==> config.mk <==
export PLATFORM = sky130hd
export DESIGN_NAME = cut_ctl_agc
export DESIGN_NICKNAME = d
export VERILOG_FILES = /design/src/rtl/cut_ctl_agc_pkg.sv /design/src/rtl/cut_ctl_agc_sign_headroom.sv /design/src/rtl/cut_ctl_agc.sv
export SDC_FILE = /design/constraint.sdc
export NUM_CORES = 1
export LEC_CHECK = 0
export BUFFER_PORTS_ARGS = -buffer_cell sky130_fd_sc_hd__buf_4
export CORE_ASPECT_RATIO = 1.4
export CORE_MARGIN = 3
export CORE_UTILIZATION = 54
export CTS_CLUSTER_SIZE = 28
export DETAILED_ROUTE_END_ITERATION = 12
export PLACE_DENSITY = 0.86
export SLEW_MARGIN = 15
export SYNTH_ARGS = -nofsm -noshare
export SYNTH_HDL_FRONTEND = slang
export SYNTH_SLANG_ARGS = --single-unit
==> constraint.sdc <==
create_clock -name clk -period 3.5 [get_ports clk]
set_clock_uncertainty 0.15 [all_clocks]
set_input_delay 0 -clock clk [delete_from_list [all_inputs] [get_ports clk]]
set_output_delay 0 -clock clk [all_outputs]
set_load 0.01 [all_outputs]
==> src/rtl/cut_ctl_agc_pkg.sv <==
// Shared definitions for the cut_ctl automatic gain controller.
package cut_agc_pkg;

  // cut_ctl code for pass-through (gain x1)
  localparam logic [2:0] CUT_PASS = 3'd7;

  typedef enum logic [1:0] {
    IDLE,
    MEASURE,
    DECIDE,
    APPLY
  } agc_state_t;

  // Gain level 0 is pass-through; level L>=1 selects slice L-1 (gain 2^L).
  function automatic logic [2:0] level_to_cut(input logic [2:0] lvl);
    return (lvl == 3'd0) ? CUT_PASS : lvl - 3'd1;
  endfunction

  function automatic logic [2:0] cut_to_level(input logic [2:0] cut);
    return (cut == CUT_PASS) ? 3'd0 : cut + 3'd1;
  endfunction

endpackage

==> src/rtl/cut_ctl_agc_sign_headroom.sv <==
// Redundant sign-bit count of one signed sample, capped at 7.
module sign_headroom #(
  parameter int unsigned LEN = 32
) (
  input  logic [LEN-1:0] x,
  output logic [2:0]     s
);

  logic [7:0] top;
  logic [7:0] eq;

  assign top = x[LEN-1 -: 8];
  // eq[k] set where bit k of the top byte matches the sign bit
  assign eq  = ~(top ^ {8{top[7]}});

  // Count the run of sign copies directly below the MSB
  always_comb begin
    casez (eq[6:0])
      7'b0??????: s = 3'd0;
      7'b10?????: s = 3'd1;
      7'b110????: s = 3'd2;
      7'b1110???: s = 3'd3;
      7'b11110??: s = 3'd4;
      7'b111110?: s = 3'd5;
      7'b1111110: s = 3'd6;
      default:    s = 3'd7;
    endcase
  end

endmodule

==> src/rtl/cut_ctl_agc.sv <==
// Windowed AGC producing cut_ctl for the DDC slice stage: fast attack,
// slow release, gain changed only at window boundaries.
module cut_ctl_agc
  import cut_agc_pkg::*;
#(
  parameter int unsigned LEN       = 32,
  parameter int unsigned FRAME_LEN = 1024,
  parameter int unsigned CNT_W     = 16,
  parameter int unsigned BACKOFF   = 1
) (
  input  logic             clk,
  input  logic             rst_n,
  input  logic             enable,
  input  logic             manual_en,
  input  logic [2:0]       manual_cut,
  input  logic             frame_start,
  input  logic             sample_valid,
  input  logic [LEN-1:0]   data_i,
  input  logic [LEN-1:0]   data_q,
  output logic [2:0]       cut_ctl,
  output logic             cut_update,
  output logic [CNT_W-1:0] sat_cnt,
  output logic [2:0]       peak_level,
  output logic             stats_valid
);

  localparam logic [2:0]       BO         = 3'(BACKOFF);
  localparam logic [CNT_W-1:0] FRAME_LAST = CNT_W'(FRAME_LEN - 1);

  agc_state_t       state;
  logic [2:0]       lvl;
  logic [2:0]       new_lvl;
  logic [2:0]       fmin;
  logic [CNT_W-1:0] smp_cnt;
  logic [CNT_W-1:0] sat_acc;
  logic [CNT_W-1:0] sat_inc;
  logic [2:0]       s_i;
  logic [2:0]       s_q;
  logic [2:0]       f;
  logic [2:0]       tgt;
  logic             sat_now;

  sign_headroom #(.LEN(LEN)) u_hr_i (.x(data_i), .s(s_i));
  sign_headroom #(.LEN(LEN)) u_hr_q (.x(data_q), .s(s_q));

  // Per-sample feasible level, saturation test and backed-off target
  always_comb begin
    f       = (s_i < s_q) ? s_i : s_q;
    sat_now = (f < lvl);
    sat_inc = (sat_acc == '1) ? sat_acc : sat_acc + CNT_W'(1);
    tgt     = (fmin > BO) ? fmin - BO : '0;
  end

  // Window FSM, gain decision and registered outputs
  always_ff @(posedge clk or negedge rst_n) begin
    if (!rst_n) begin
      state       <= IDLE;
      lvl         <= '0;
      new_lvl     <= '0;
      fmin        <= 3'd7;
      smp_cnt     <= '0;
      sat_acc     <= '0;
      cut_ctl     <= CUT_PASS;
      cut_update  <= 1'b0;
      sat_cnt     <= '0;
      peak_level  <= '0;
      stats_valid <= 1'b0;
    end else begin
      cut_update  <= 1'b0;
      stats_valid <= 1'b0;
      if (!enable) begin
        state   <= IDLE;
        smp_cnt <= '0;
        sat_acc <= '0;
        fmin    <= 3'd7;
      end else begin
        unique case (state)
          IDLE: begin
            smp_cnt <= '0;
            sat_acc <= '0;
            fmin    <= 3'd7;
            state   <= MEASURE;
          end
          MEASURE: begin
            if (frame_start) begin
              // Realign: a coincident sample opens the new window
              smp_cnt <= sample_valid ? CNT_W'(1) : '0;
              sat_acc <= (sample_valid && sat_now) ? CNT_W'(1) : '0;
              fmin    <= sample_valid ? f : 3'd7;
            end else if (sample_valid) begin
              smp_cnt <= smp_cnt + CNT_W'(1);
              if (sat_now) sat_acc <= sat_inc;
              if (f < fmin) fmin <= f;
              if (smp_cnt == FRAME_LAST) state <= DECIDE;
            end
          end
          DECIDE: begin
            if (tgt < lvl)                          new_lvl <= tgt;
            else if (tgt > lvl && sat_acc == '0)    new_lvl <= lvl + 3'd1;
            else                                    new_lvl <= lvl;
            state <= APPLY;
          end
          APPLY: begin
            sat_cnt     <= sat_acc;
            peak_level  <= fmin;
            stats_valid <= 1'b1;
            smp_cnt     <= '0;
            sat_acc     <= '0;
            fmin        <= 3'd7;
            state       <= MEASURE;
            if (!manual_en) begin
              lvl        <= new_lvl;
              cut_ctl    <= level_to_cut(new_lvl);
              cut_update <= (level_to_cut(new_lvl) != cut_ctl);
            end
          end
          default: state <= IDLE;
        endcase
      end
      // Manual override sits last so it always owns cut_ctl and the level
      if (manual_en) begin
        cut_ctl    <= manual_cut;
        lvl        <= cut_to_level(manual_cut);
        cut_update <= (manual_cut != cut_ctl);
      end
    end
  end

endmodule

==> impl_metrics.tcl <==
set metrics [dict create \
    area_growth_pct 20.2 \
    start_util 0.569 \
    yosysWarnings 0 \
    routed_wl_microns 8870 \
    crit_cells 12 \
    drtIter0Drc 202 \
    syn_inst 448 \
    drive_gt1_frac 0.205 \
    drc_errors 0 \
    hold_start "sample_valid" \
    ys_types 63 \
    fmax_ghz 0.333 \
    reg2reg_slack_ns 0.50 \
    grt_pass1_wl_microns 15400 \
    die_x_microns 79.4 \
    reg2regPathDepth 12 \
    io_pins 97 \
    clock_path_buffers 2 \
    hold_depth 5 \
    wl_per_cell_microns 14.5 \
    clk_pin_slew_worst_paths_ns 0.07 \
    synthArstFlopShare 1.00 \
    coreArea_sq_um 7160 \
    cp_common_cell "nor2_1" \
    tightest_slew_ns 1.06 \
    antenna_found_initial 0 \
    dr.pass1.iters 4 \
    cts_setup_buffers 0 \
    outcome "completed" \
    cp_slowest_cell "a311oi_1" \
    finalCriticalPeriod_ns 3.00 \
    fin_util 0.683 \
    reg2reg_from "fmin[1]" \
    grt_max_degree 68 \
    worstSetupPathType "reg2reg" \
    finalWorstSetupSlack_ns 0.501 \
    place_hpwl_microns 6190 \
    synth_top_area_cell "dfrtp_1" \
    dp.cells 582 \
    gpl.final_weighted_congestion 0.903 \
    period_share 0.857 \
    vias 3533 \
    hp-class "in2reg" \
    diodes 0 \
    worst_ep_required_time_ns 3.57 \
    grt_remaining_overflow 0 \
    vdd_drop_max_mv 0.327 \
    path_cells "inv_1 > ha_1 > a21oi_1 > nor2_1 > nor2_1 > ha_1 > a311oi_1 > nand2_1 > xnor2_1 > nor2_1 > a21oi_1 > o21ai_0" \
    syn_nets 542 \
    cpPeakStageDelay_ns 0.57 \
    htreeDepth 3 \
    cp_max_fo 5 \
    endpoint_kind "register" \
    die_h_microns 109 \
    final-max-slew-violation-count 0 \
    pre_cts_slack_ns 0.352 \
    grtUsageTotal 0.223 \
    place_area_sq_um 4520 \
    tns_ns 0 \
    power_density_nw_per_um2 466 \
    numCtsBuffers 9 \
    synth_area_sq_um 4070 \
    synth_flop_cell "dfrtp_1" \
    dieArea_sq_um 8630 \
    grt_pass1_vias 3523 \
    crit_buf_inv 1 \
    final_hold_viol_count 0 \
    layout.nets 605 \
    synth_area_leaders "dfrtp_1 37%, ha_1 6.5%, o21ai_0 5.8%" \
    grt_setup_unrepaired "false" \
    slew_headroom 0.292 \
    cts_tree "built" \
    ys_ff_latch 67 \
    synth_area_per_cell_sq_um 9.09 \
    yosysTopAreaCellShare 0.375 \
    critPathArrivalTime_ns 3.07 \
    cap_violations 0 \
    synth-edff-count 0 \
    viasPerCell 5.78 \
    path_delay_family "compound AO/OA/AOI/OAI gates" \
    io_buffers 48 \
    seq_area_frac_synth 0.414 \
    rows 36 \
    cts-root-buf "clkbuf_8" \
    start_kind "register" \
    ant_nets 0 \
    p_leak_nw 2.33 \
    crit_path_start "fmin[1]" \
    fin_cells 611 \
    clkSinkCount 67 \
    final_area_sq_um 4890 \
    worstSkewPairLatency_ns 0.35 \
    setup_viol 0 \
]
[kinds of logic (layout without fill, tap and decap cells)]
logic type,count (synthesis),count (layout),synth area share
compound gates,109,109,0.181
fa+ha+maj,21,21,0.0645
simple gates,176,176,0.214
buf+inv,39,107,0.0384
flops,67,67,0.414
mux,21,21,0.0565
xor+xnor,15,15,0.0323
[path summary, 6_finish.rpt]
path | end
worst max-delay path | new_lvl[2]
worst min-delay path | fmin[1]
worst max register to register | new_lvl[2]
worst min register to register | peak_level[0]
max in group asynchronous | smp_cnt[15]
min in group asynchronous | cut_update
[final cells by class]
cell class	instances	area, sq um
well taps	95	119
inverters	26	97.6
repair buffers	65	520
clock buffers	9	124
clock inverters	7	116
multi-input cells	342	2230
fillers	525	2270
flip-flops and latches	67	1680
[registers in the layout, indices dropped and copies added, names as in the netlist]
name,cells
new_lvl,3
cut_ctl,3
state,2
sat_acc,16
smp_cnt,16
peak_level,3
fmin,3
cut_update,1
lvl,3
sat_cnt,16
stats_valid,1
[layout by cell type (no fill, tap or decap), types with 2 or more instances in the layout]
cell,n
dfrtp_1,61
nand2_1,54
buf_4,52
o21ai_0,47
nor2_1,44
inv_1,26
ha_1,21
nand3_1,18
a21oi_1,18
mux2_2,14
dlygate4sd3_1,13
clkbuf_8,9
xnor2_1,8
nand4_1,8
o21ai_1,8
xor2_1,7
nor2b_1,7
nor3_1,6
and3_1,6
dfstp_2,6
or3_1,5
mux2i_1,5
nor3b_1,4
a31oi_1,4
o31ai_2,4
o2bb2ai_1,3
o31ai_1,3
and4_1,3
and2_1,3
a21o_1,3
nand2b_1,3
nor4_1,3
bufinv_16,3
and3b_1,2
nand3b_1,2
mux2_1,2
clkinv_2,2
[synth_stat cells, drive strengths merged (4+ instances only)]
library cell  instances
a21oi                19
nand4                 8
o21ai                55
buf                   4
nor3                  6
nor4                  4
mux2i                 5
inv                  26
dfrtp                61
ha                   21
nand3                19
dfstp                 6
nor3b                 4
o31ai                 7
and3                  7
nand2                54
a31oi                 5
clkbuf                9
xnor2                 8
nor2                 44
xor2                  7
or3                   5
mux2                 16
nor2b                 7
[report_power, final]
part           internal, mW  total, mW  leakage, nW  switching, mW
logic                 0.262      0.606         1.31          0.344
clock network         0.471      0.775        0.119          0.303
registers             0.847      0.899        0.894         0.0522
[per-layer routing]
metal,part of all wire,global-route usage
met5,0,0
met3,0.038,0.0430
met1,0.40,0.245
met2,0.54,0.414
met4,0.024,0.0971
[worst register-to-register path: cells and delay by family, from the launching register on]
| family | cells | cell delay (ns) |
|---|---|---|
| adders and majority gates | 2 | 0.50 |
| AOI/OAI and AO/OA | 4 | 0.95 |
| xor gates and xnor gates | 1 | 0.16 |
| buffers and inverters | 1 | 0.10 |
| DFF | 1 | 0.56 |
| and+or+nand+nor | 4 | 0.46 |
[what timing repair did]
action	CTS	global route
hold buffers	13	0
endpoints found under the hold margin	75	0
resized for setup	0	0
[stage by stage]
step | hold WS [ns] | power (mW)
2_1_floorplan | -0.446 | 1.31
3_3_place_gp | -0.00435 | 1.46
3_5_place_dp | 0.000310 | 1.49
4_1_cts | 0.0548 | 2.29
5_1_grt | 0.0889 | 2.41
6_report | 0.0701 | 2.28
(Power assumes the default switching activity.)
